==> src/rtl/store_byte_insert_if.sv <==
// Store-request / write-beat bundle between address generation and the
// data-cache write port.
`ifndef XLEN
`define XLEN 32
`endif
`ifndef BYTESOFWORD
`define BYTESOFWORD 4
`endif

interface store_byte_insert_if #(
  parameter int ADDR_W = 32
);
  logic                    in_valid;
  logic                    in_ready;
  logic [ADDR_W-1:0]       in_addr;
  logic [1:0]              in_size;
  logic [`XLEN-1:0]        in_data;
  logic                    out_valid;
  logic                    out_ready;
  logic [ADDR_W-1:0]       out_addr;
  logic [`XLEN-1:0]        out_data;
  logic [`BYTESOFWORD-1:0] out_mask;
  logic                    out_last;

  // master issues stores and consumes beats; slave is the aligner
  modport master (
    output in_valid, in_addr, in_size, in_data, out_ready,
    input  in_ready, out_valid, out_addr, out_data, out_mask, out_last
  );

  modport slave (
    input  in_valid, in_addr, in_size, in_data, out_ready,
    output in_ready, out_valid, out_addr, out_data, out_mask, out_last
  );
endinterface

==> src/rtl/store_byte_insert.sv <==
// Store-side byte-lane aligner: turns a right-aligned store into one or two
// word-aligned write beats with byte enables.
//
// state | meaning
// IDLE  | output reg empty or holding a last beat; may accept a new store
// HOLD2 | output reg holds beat 0 of a split store; beat 1 is pending
`ifndef XLEN
`define XLEN 32
`endif
`ifndef BYTESOFWORD
`define BYTESOFWORD 4
`endif

module store_byte_insert #(
  parameter int ADDR_W = 32
) (
  input  logic                clk,
  input  logic                rst_n,
  store_byte_insert_if.slave  bus,
  output logic [15:0]         split_cnt
);

  typedef enum logic {IDLE, HOLD2} state_t;

  state_t                  state, state_nx;
  logic                    out_valid_q, out_valid_nx;
  logic                    out_last_q, out_last_nx;
  logic [ADDR_W-1:0]       out_addr_q, out_addr_nx;
  logic [`XLEN-1:0]        out_data_q, out_data_nx;
  logic [`BYTESOFWORD-1:0] out_mask_q, out_mask_nx;
  logic [ADDR_W-1:0]       pend_addr, pend_addr_nx;
  logic [`XLEN-1:0]        pend_data, pend_data_nx;
  logic [`BYTESOFWORD-1:0] pend_mask, pend_mask_nx;
  logic [15:0]             split_cnt_nx;

  logic [1:0]              off;
  logic [3:0]              base;
  logic [7:0]              m8;
  logic [`XLEN-1:0]        sel_data;
  logic [63:0]             d64;
  logic                    split;
  logic [ADDR_W-1:0]       addr0, addr1;
  logic                    accept, fire;

  always_comb begin
    off = bus.in_addr[1:0];
    case (bus.in_size)
      2'b00:   begin base = 4'b0001; sel_data = {24'b0, bus.in_data[7:0]};  end
      2'b01:   begin base = 4'b0011; sel_data = {16'b0, bus.in_data[15:0]}; end
      default: begin base = 4'b1111; sel_data = bus.in_data;                end
    endcase
    m8    = {4'b0000, base} << off;
    d64   = {32'b0, sel_data} << {off, 3'b000};
    split = |m8[7:4];
    addr0 = {bus.in_addr[ADDR_W-1:2], 2'b00};
    addr1 = addr0 + ADDR_W'(4);
  end

  assign bus.in_ready  = (state == IDLE) && (!out_valid_q || bus.out_ready);
  assign accept        = bus.in_valid && bus.in_ready;
  assign fire          = out_valid_q && bus.out_ready;

  assign bus.out_valid = out_valid_q;
  assign bus.out_last  = out_last_q;
  assign bus.out_addr  = out_addr_q;
  assign bus.out_data  = out_data_q;
  assign bus.out_mask  = out_mask_q;

  always_comb begin
    state_nx     = state;
    out_valid_nx = out_valid_q;
    out_last_nx  = out_last_q;
    out_addr_nx  = out_addr_q;
    out_data_nx  = out_data_q;
    out_mask_nx  = out_mask_q;
    pend_addr_nx = pend_addr;
    pend_data_nx = pend_data;
    pend_mask_nx = pend_mask;
    split_cnt_nx = split_cnt;
    case (state)
      IDLE: begin
        if (accept) begin
          out_valid_nx = 1'b1;
          out_addr_nx  = addr0;
          out_mask_nx  = m8[3:0];
          out_data_nx  = d64[31:0];
          out_last_nx  = !split;
          if (split) begin
            pend_addr_nx = addr1;
            pend_mask_nx = m8[7:4];
            pend_data_nx = d64[63:32];
            state_nx     = HOLD2;
            if (split_cnt != 16'hFFFF) split_cnt_nx = split_cnt + 16'd1;
          end
        end else if (fire) begin
          out_valid_nx = 1'b0;
        end
      end
      HOLD2: begin
        if (fire) begin
          out_addr_nx = pend_addr;
          out_mask_nx = pend_mask;
          out_data_nx = pend_data;
          out_last_nx = 1'b1;
          state_nx    = IDLE;
        end
      end
      default: state_nx = IDLE;
    endcase
  end

  always_ff @(posedge clk) begin
    if (!rst_n) begin
      state       <= IDLE;
      out_valid_q <= 1'b0;
      out_last_q  <= 1'b0;
      out_addr_q  <= '0;
      out_data_q  <= '0;
      out_mask_q  <= '0;
      pend_addr   <= '0;
      pend_data   <= '0;
      pend_mask   <= '0;
      split_cnt   <= '0;
    end else begin
      state       <= state_nx;
      out_valid_q <= out_valid_nx;
      out_last_q  <= out_last_nx;
      out_addr_q  <= out_addr_nx;
      out_data_q  <= out_data_nx;
      out_mask_q  <= out_mask_nx;
      pend_addr   <= pend_addr_nx;
      pend_data   <= pend_data_nx;
      pend_mask   <= pend_mask_nx;
      split_cnt   <= split_cnt_nx;
    end
  end

endmodule

==> src/flat_wrapper.sv <==
// flat-port wrapper written by rule: the top's interface ports become plain ports
module store_byte_insert_flat 
#(
  parameter int ADDR_W = 32
)
  (clk, rst_n, split_cnt, bus_in_valid, bus_in_addr, bus_in_size, bus_in_data, bus_out_ready, bus_in_ready, bus_out_valid, bus_out_addr, bus_out_data, bus_out_mask, bus_out_last);
  store_byte_insert_if #(.ADDR_W(ADDR_W)) bus_i ();
  input  logic clk;
  input  logic rst_n;
  output logic [15:0] split_cnt;
  input wire logic [$bits(bus_i.in_valid)-1:0] bus_in_valid;
  input wire logic [$bits(bus_i.in_addr)-1:0] bus_in_addr;
  input wire logic [$bits(bus_i.in_size)-1:0] bus_in_size;
  input wire logic [$bits(bus_i.in_data)-1:0] bus_in_data;
  input wire logic [$bits(bus_i.out_ready)-1:0] bus_out_ready;
  output wire logic [$bits(bus_i.in_ready)-1:0] bus_in_ready;
  output wire logic [$bits(bus_i.out_valid)-1:0] bus_out_valid;
  output wire logic [$bits(bus_i.out_addr)-1:0] bus_out_addr;
  output wire logic [$bits(bus_i.out_data)-1:0] bus_out_data;
  output wire logic [$bits(bus_i.out_mask)-1:0] bus_out_mask;
  output wire logic [$bits(bus_i.out_last)-1:0] bus_out_last;
  assign bus_i.in_valid = bus_in_valid;
  assign bus_i.in_addr = bus_in_addr;
  assign bus_i.in_size = bus_in_size;
  assign bus_i.in_data = bus_in_data;
  assign bus_i.out_ready = bus_out_ready;
  assign bus_in_ready = bus_i.in_ready;
  assign bus_out_valid = bus_i.out_valid;
  assign bus_out_addr = bus_i.out_addr;
  assign bus_out_data = bus_i.out_data;
  assign bus_out_mask = bus_i.out_mask;
  assign bus_out_last = bus_i.out_last;
  store_byte_insert #(.ADDR_W(ADDR_W)) u_core (.clk(clk), .rst_n(rst_n), .bus(bus_i), .split_cnt(split_cnt));
endmodule
==> config.mk <==
export PLATFORM = sky130hd
export DESIGN_NAME = store_byte_insert_flat
export DESIGN_NICKNAME = d
export VERILOG_FILES = /design/src/rtl/store_byte_insert_if.sv /design/src/rtl/store_byte_insert.sv /design/src/flat_wrapper.sv
export SDC_FILE = /design/constraint.sdc
export NUM_CORES = 1
export LEC_CHECK = 0
export ABC_AREA = 1
export ABC_CLOCK_PERIOD_IN_PS = 2000
export CAP_MARGIN = 20
export CORE_ASPECT_RATIO = 0.6
export CORE_UTILIZATION = 40
export CTS_CLUSTER_SIZE = 30
export DETAILED_ROUTE_END_ITERATION = 10
export PLACE_DENSITY_LB_ADDON = 0.05
export SLEW_MARGIN = 20
export SYNTH_ARGS = -nofsm -noshare
export SYNTH_HDL_FRONTEND = slang
export SYNTH_SLANG_ARGS = --single-unit
==> constraint.sdc <==
create_clock -name clk -period 2 [get_ports clk]
set_input_delay 0.6 -clock clk [delete_from_list [all_inputs] [get_ports clk]]
set_output_delay 0.6 -clock clk [all_outputs]
set_load 0.02 [all_outputs]
==> flow_summary_export.csv, run 1 <==
group,metric,value,unit
yosys,synthSimpleGateAreaFrac,32.7,%
floorplan,core,17500,µm²
floorplan,die_x,177,µm
placement,place_ws,-0.440,ns
sta,finalHoldViolCount,0,
yosys,synth_compound_area_share,18.1,%
clocking,cts_buffers,17,
yosys,post_synth_most_frequent_cells,"nand2_1 (319), dfxtp_1 (142), nor2_1 (132)",
sta,maxSlewHeadroom,66.6,%
critical_path,cpMaxStageDelayCell,"clkdlybuf4s50_1",
grt,grt_pass1_vias,7384,
detailed_routing,antenna_left,0,
run_status,outcome,"complete, no violations",
yosys,ys_ff_latch,142,
sta,fmax,505,MHz
sta,slew_viol_final,0,
cells_and_area,fillers,1682,
clocking,path_clk_slew,0.06,ns
yosys,synth_largest_area_cell,"dfxtp_1",
cells_and_area,area_delta_synth_final,46.7,%
cells_and_area,drive_above_1_share,15.7,%
floorplan,row_count,37,
placement,gp_congestion,0.968,
yosys,postSynthAreaPerCell,6.68,µm²
placement,dpl.hpwl,19200,µm
critical_path,path_class,"reg2out",
critical_path,max_stage_delay,0.61,ns
placement,place_area,10100,µm²
detailed_routing,wirelength,25900,µm
sta,finClkSkew,0.0122,ns
yosys,yosysUniqueCellTypes,35,
sta,worst_slack,0.0192,ns
detailed_routing,drt-wirelength-per-cell,16.1,µm
pwr,power_leakage,0.00497,µW
placement,io_buffers,154,
grt,grt_pass1_wl,40400,µm
floorplan,ios,157,
grt,grt_max_degree,50,
grt,grt_antenna_before_repair,0,
clocking,cts_root_buf,"clkbuf_16",
cells_and_area,multiInputGateArea,3940,µm²
sta,period_minus_slack,1.98,ns
detailed_routing,dr_total_vias,8277,
clocking,cts.sink_count,142,
floorplan,initial_core_util,41.9,%
sta,grt_setup_unrepaired,"false",
grt,track_usage,27.7,%
critical_path,crit_chain,"clkdlybuf4s50_1",
job,maxCapViolCount,0,
critical_path,crit_required,1.40,ns
yosys,synth_top_family_by_area,"simple AND/OR/NAND/NOR gates",
pwr,power_density,753,nW/µm²
critical_path,cp.arrival,1.38,ns
sta,final.period_utilization,99.0,%
critical_path,cp_max_fo,2,
critical_path,crit_family,"buffers and inverters",
yosys,ys_async_sr_fraction,0,%
grt,grt_overflow,0,
clocking,htreeDepth,4,
yosys,synth_edf_count,0,
yosys,netlist.area_leader.share,38.7,%
clocking,clkLatencyLatePin,0.42,ns
yosys,synthMuxAreaShare,0,%
clocking,cts_buffer_depth,2,
floorplan,dieArea,19000,µm²
sta,setup_viol,0,
yosys,synthCells,1101,
yosys,yosys_most_used_dff,"dfxtp_1",
sta,tightest_slew,0.496,ns
detailed_routing,drc_errors,0,
yosys,yosys_warnings,0,
yosys,ys_seq_area_share,38.7,%
clocking,cts_tree,"done",
cells_and_area,regArea,2840,µm²
placement,dpl.cell_count,1573,
critical_path,worstSetupStartpointType,"flip-flop",
pwr,total_power,8130,µW
critical_path,end_kind,"output pin",
detailed_routing,drt_iter0_markers,707,
yosys,synth.most_common_cell,"nand2_1",
floorplan,die-height,107,µm
critical_path,path_buf_inv,1,
cells_and_area,n_antenna_cell,0,
pwr,peakVddDrop,585,µV
yosys,yosys-top-cells-area,"dfxtp_1 (39%), nand2_1 (16%), o21ai_0 (7.5%)",
cells_and_area,num-nets-final,1431,
hold_path,hp-class,"reg2reg",
cells_and_area,layoutNonFillerInstCount,1606,
yosys,yosys.area_share.xor_xnor,1.79,%
cells_and_area,fin_area,10800,µm²
yosys,synth_area,7350,µm²
detailed_routing,drt_first_pass_iters,5,
detailed_routing,drt-vias-per-instance,5.15,
yosys,synthAdderAreaFrac,0.340,%
cell type report:
| cell class | count | share of cell area (%) |
|---|---|---|
| flip-flops and latches | 142 | 26.4 |
| clock buffers | 17 | 3.94 |
| multi-input cells | 821 | 36.5 |
| well taps | 234 | 2.71 |
| inverters | 81 | 2.82 |
| clock inverters | 15 | 1.40 |
| repair buffers | 296 | 26.3 |
sequential cells by signal, indices dropped and copies added, names as in the netlist, 3 cells and up:
register,cells
u_core.bus.out_data,32
u_core.pend_addr,30
u_core.split_cnt,16
u_core.pend_mask,3
u_core.bus.out_mask,4
u_core.pend_data,24
u_core.bus.out_addr,30
logic make-up after synthesis:
family | count (synthesis)
buffers and inverters | 139
adders and majority gates | 2
AOI/OAI and AO/OA | 241
DFF | 142
and+or+nand+nor | 561
xor gates and xnor gates | 15
other | 1
worst paths after layout:
path | from | to | depth (start not counted) | slack, ns
hold / removal | u_core.pend_addr[3] | u_core.pend_addr[3] | 2 | 0.45
hold reg to reg | u_core.pend_addr[3] | u_core.pend_addr[3] | 2 | 0.45
setup reg to reg | u_core.split_cnt[1] | u_core.split_cnt[6] | 8 | 0.28
setup / recovery | u_core.bus.out_addr[5] | bus_out_addr[5] | 1 | 0.02
stage by stage:
step | setup TNS, ns | hold slack [ns] | util [%]
detailed placement | -32.43 | 0.435 | 57.7
global route | 0 | 0.468 | 61.5
global placement | -28.20 | 0.431 | 57.7
finish | 0 | 0.450 | 61.5
floorplan | 0 | 0.419 | -
CTS | 0 | 0.449 | 60.8
power by group:
part	internal (µW)	switching (µW)
Combinational	789	1010
Sequential	3030	107
Clock	1760	1440
Total	5580	2550
timing repair:
item,4_1_cts,5_1_grt
setup endpoints to repair,21,42
hold buffers,0,0
buffers inserted,0,1
pin swaps,1,1
gates resized for setup,24,43
layout by cell type, fill, tap and decap left out, drive strengths merged, types with 2 or more instances in the layout:
cell type / netlist / routed
dlymetal6s2s: 0 / 30
xnor2: 5 / 5
clkinv: 0 / 4
nor2: 139 / 139
nand4: 14 / 14
o22ai: 16 / 16
dfxtp: 142 / 142
o211ai: 8 / 8
buf: 34 / 144
nand3b: 12 / 12
clkbuf: 24 / 17
nand3: 67 / 67
a22oi: 9 / 9
inv: 81 / 89
clkinvlp: 0 / 2
a21oi: 47 / 47
ha: 2 / 2
dlygate4sd2: 0 / 20
conb: 1 / 2
nor3: 2 / 2
a31oi: 39 / 39
o21ai: 121 / 121
nand2: 327 / 327
clkdlybuf4s50: 0 / 102
xor2: 10 / 10
per-layer routing:
| layer | track usage [%] | vias to the layer above | share of wire, % |
|---|---|---|---|
| met5 | 0 | - | 0 |
| met4 | 4.68 | 0 | 0.66 |
| met3 | 6.13 | 16 | 9.5 |
| met2 | 37.3 | 330 | 38 |
| met1 | 44.0 | 3785 | 52 |
| li1 | - | 4146 | - |
Power figures use the tool's default switching activity.
==> run 2, diff against run 1 <==
--- a/config.mk
+++ b/config.mk
@@ -6,7 +6,6 @@
 export NUM_CORES = 1
 export LEC_CHECK = 0
 export ABC_AREA = 1
-export ABC_CLOCK_PERIOD_IN_PS = 2000
 export CAP_MARGIN = 20
 export CORE_ASPECT_RATIO = 0.6
 export CORE_UTILIZATION = 40
==> results of run 2 <==
The final DEF is identical to that of run 1; final timing and power are the same.
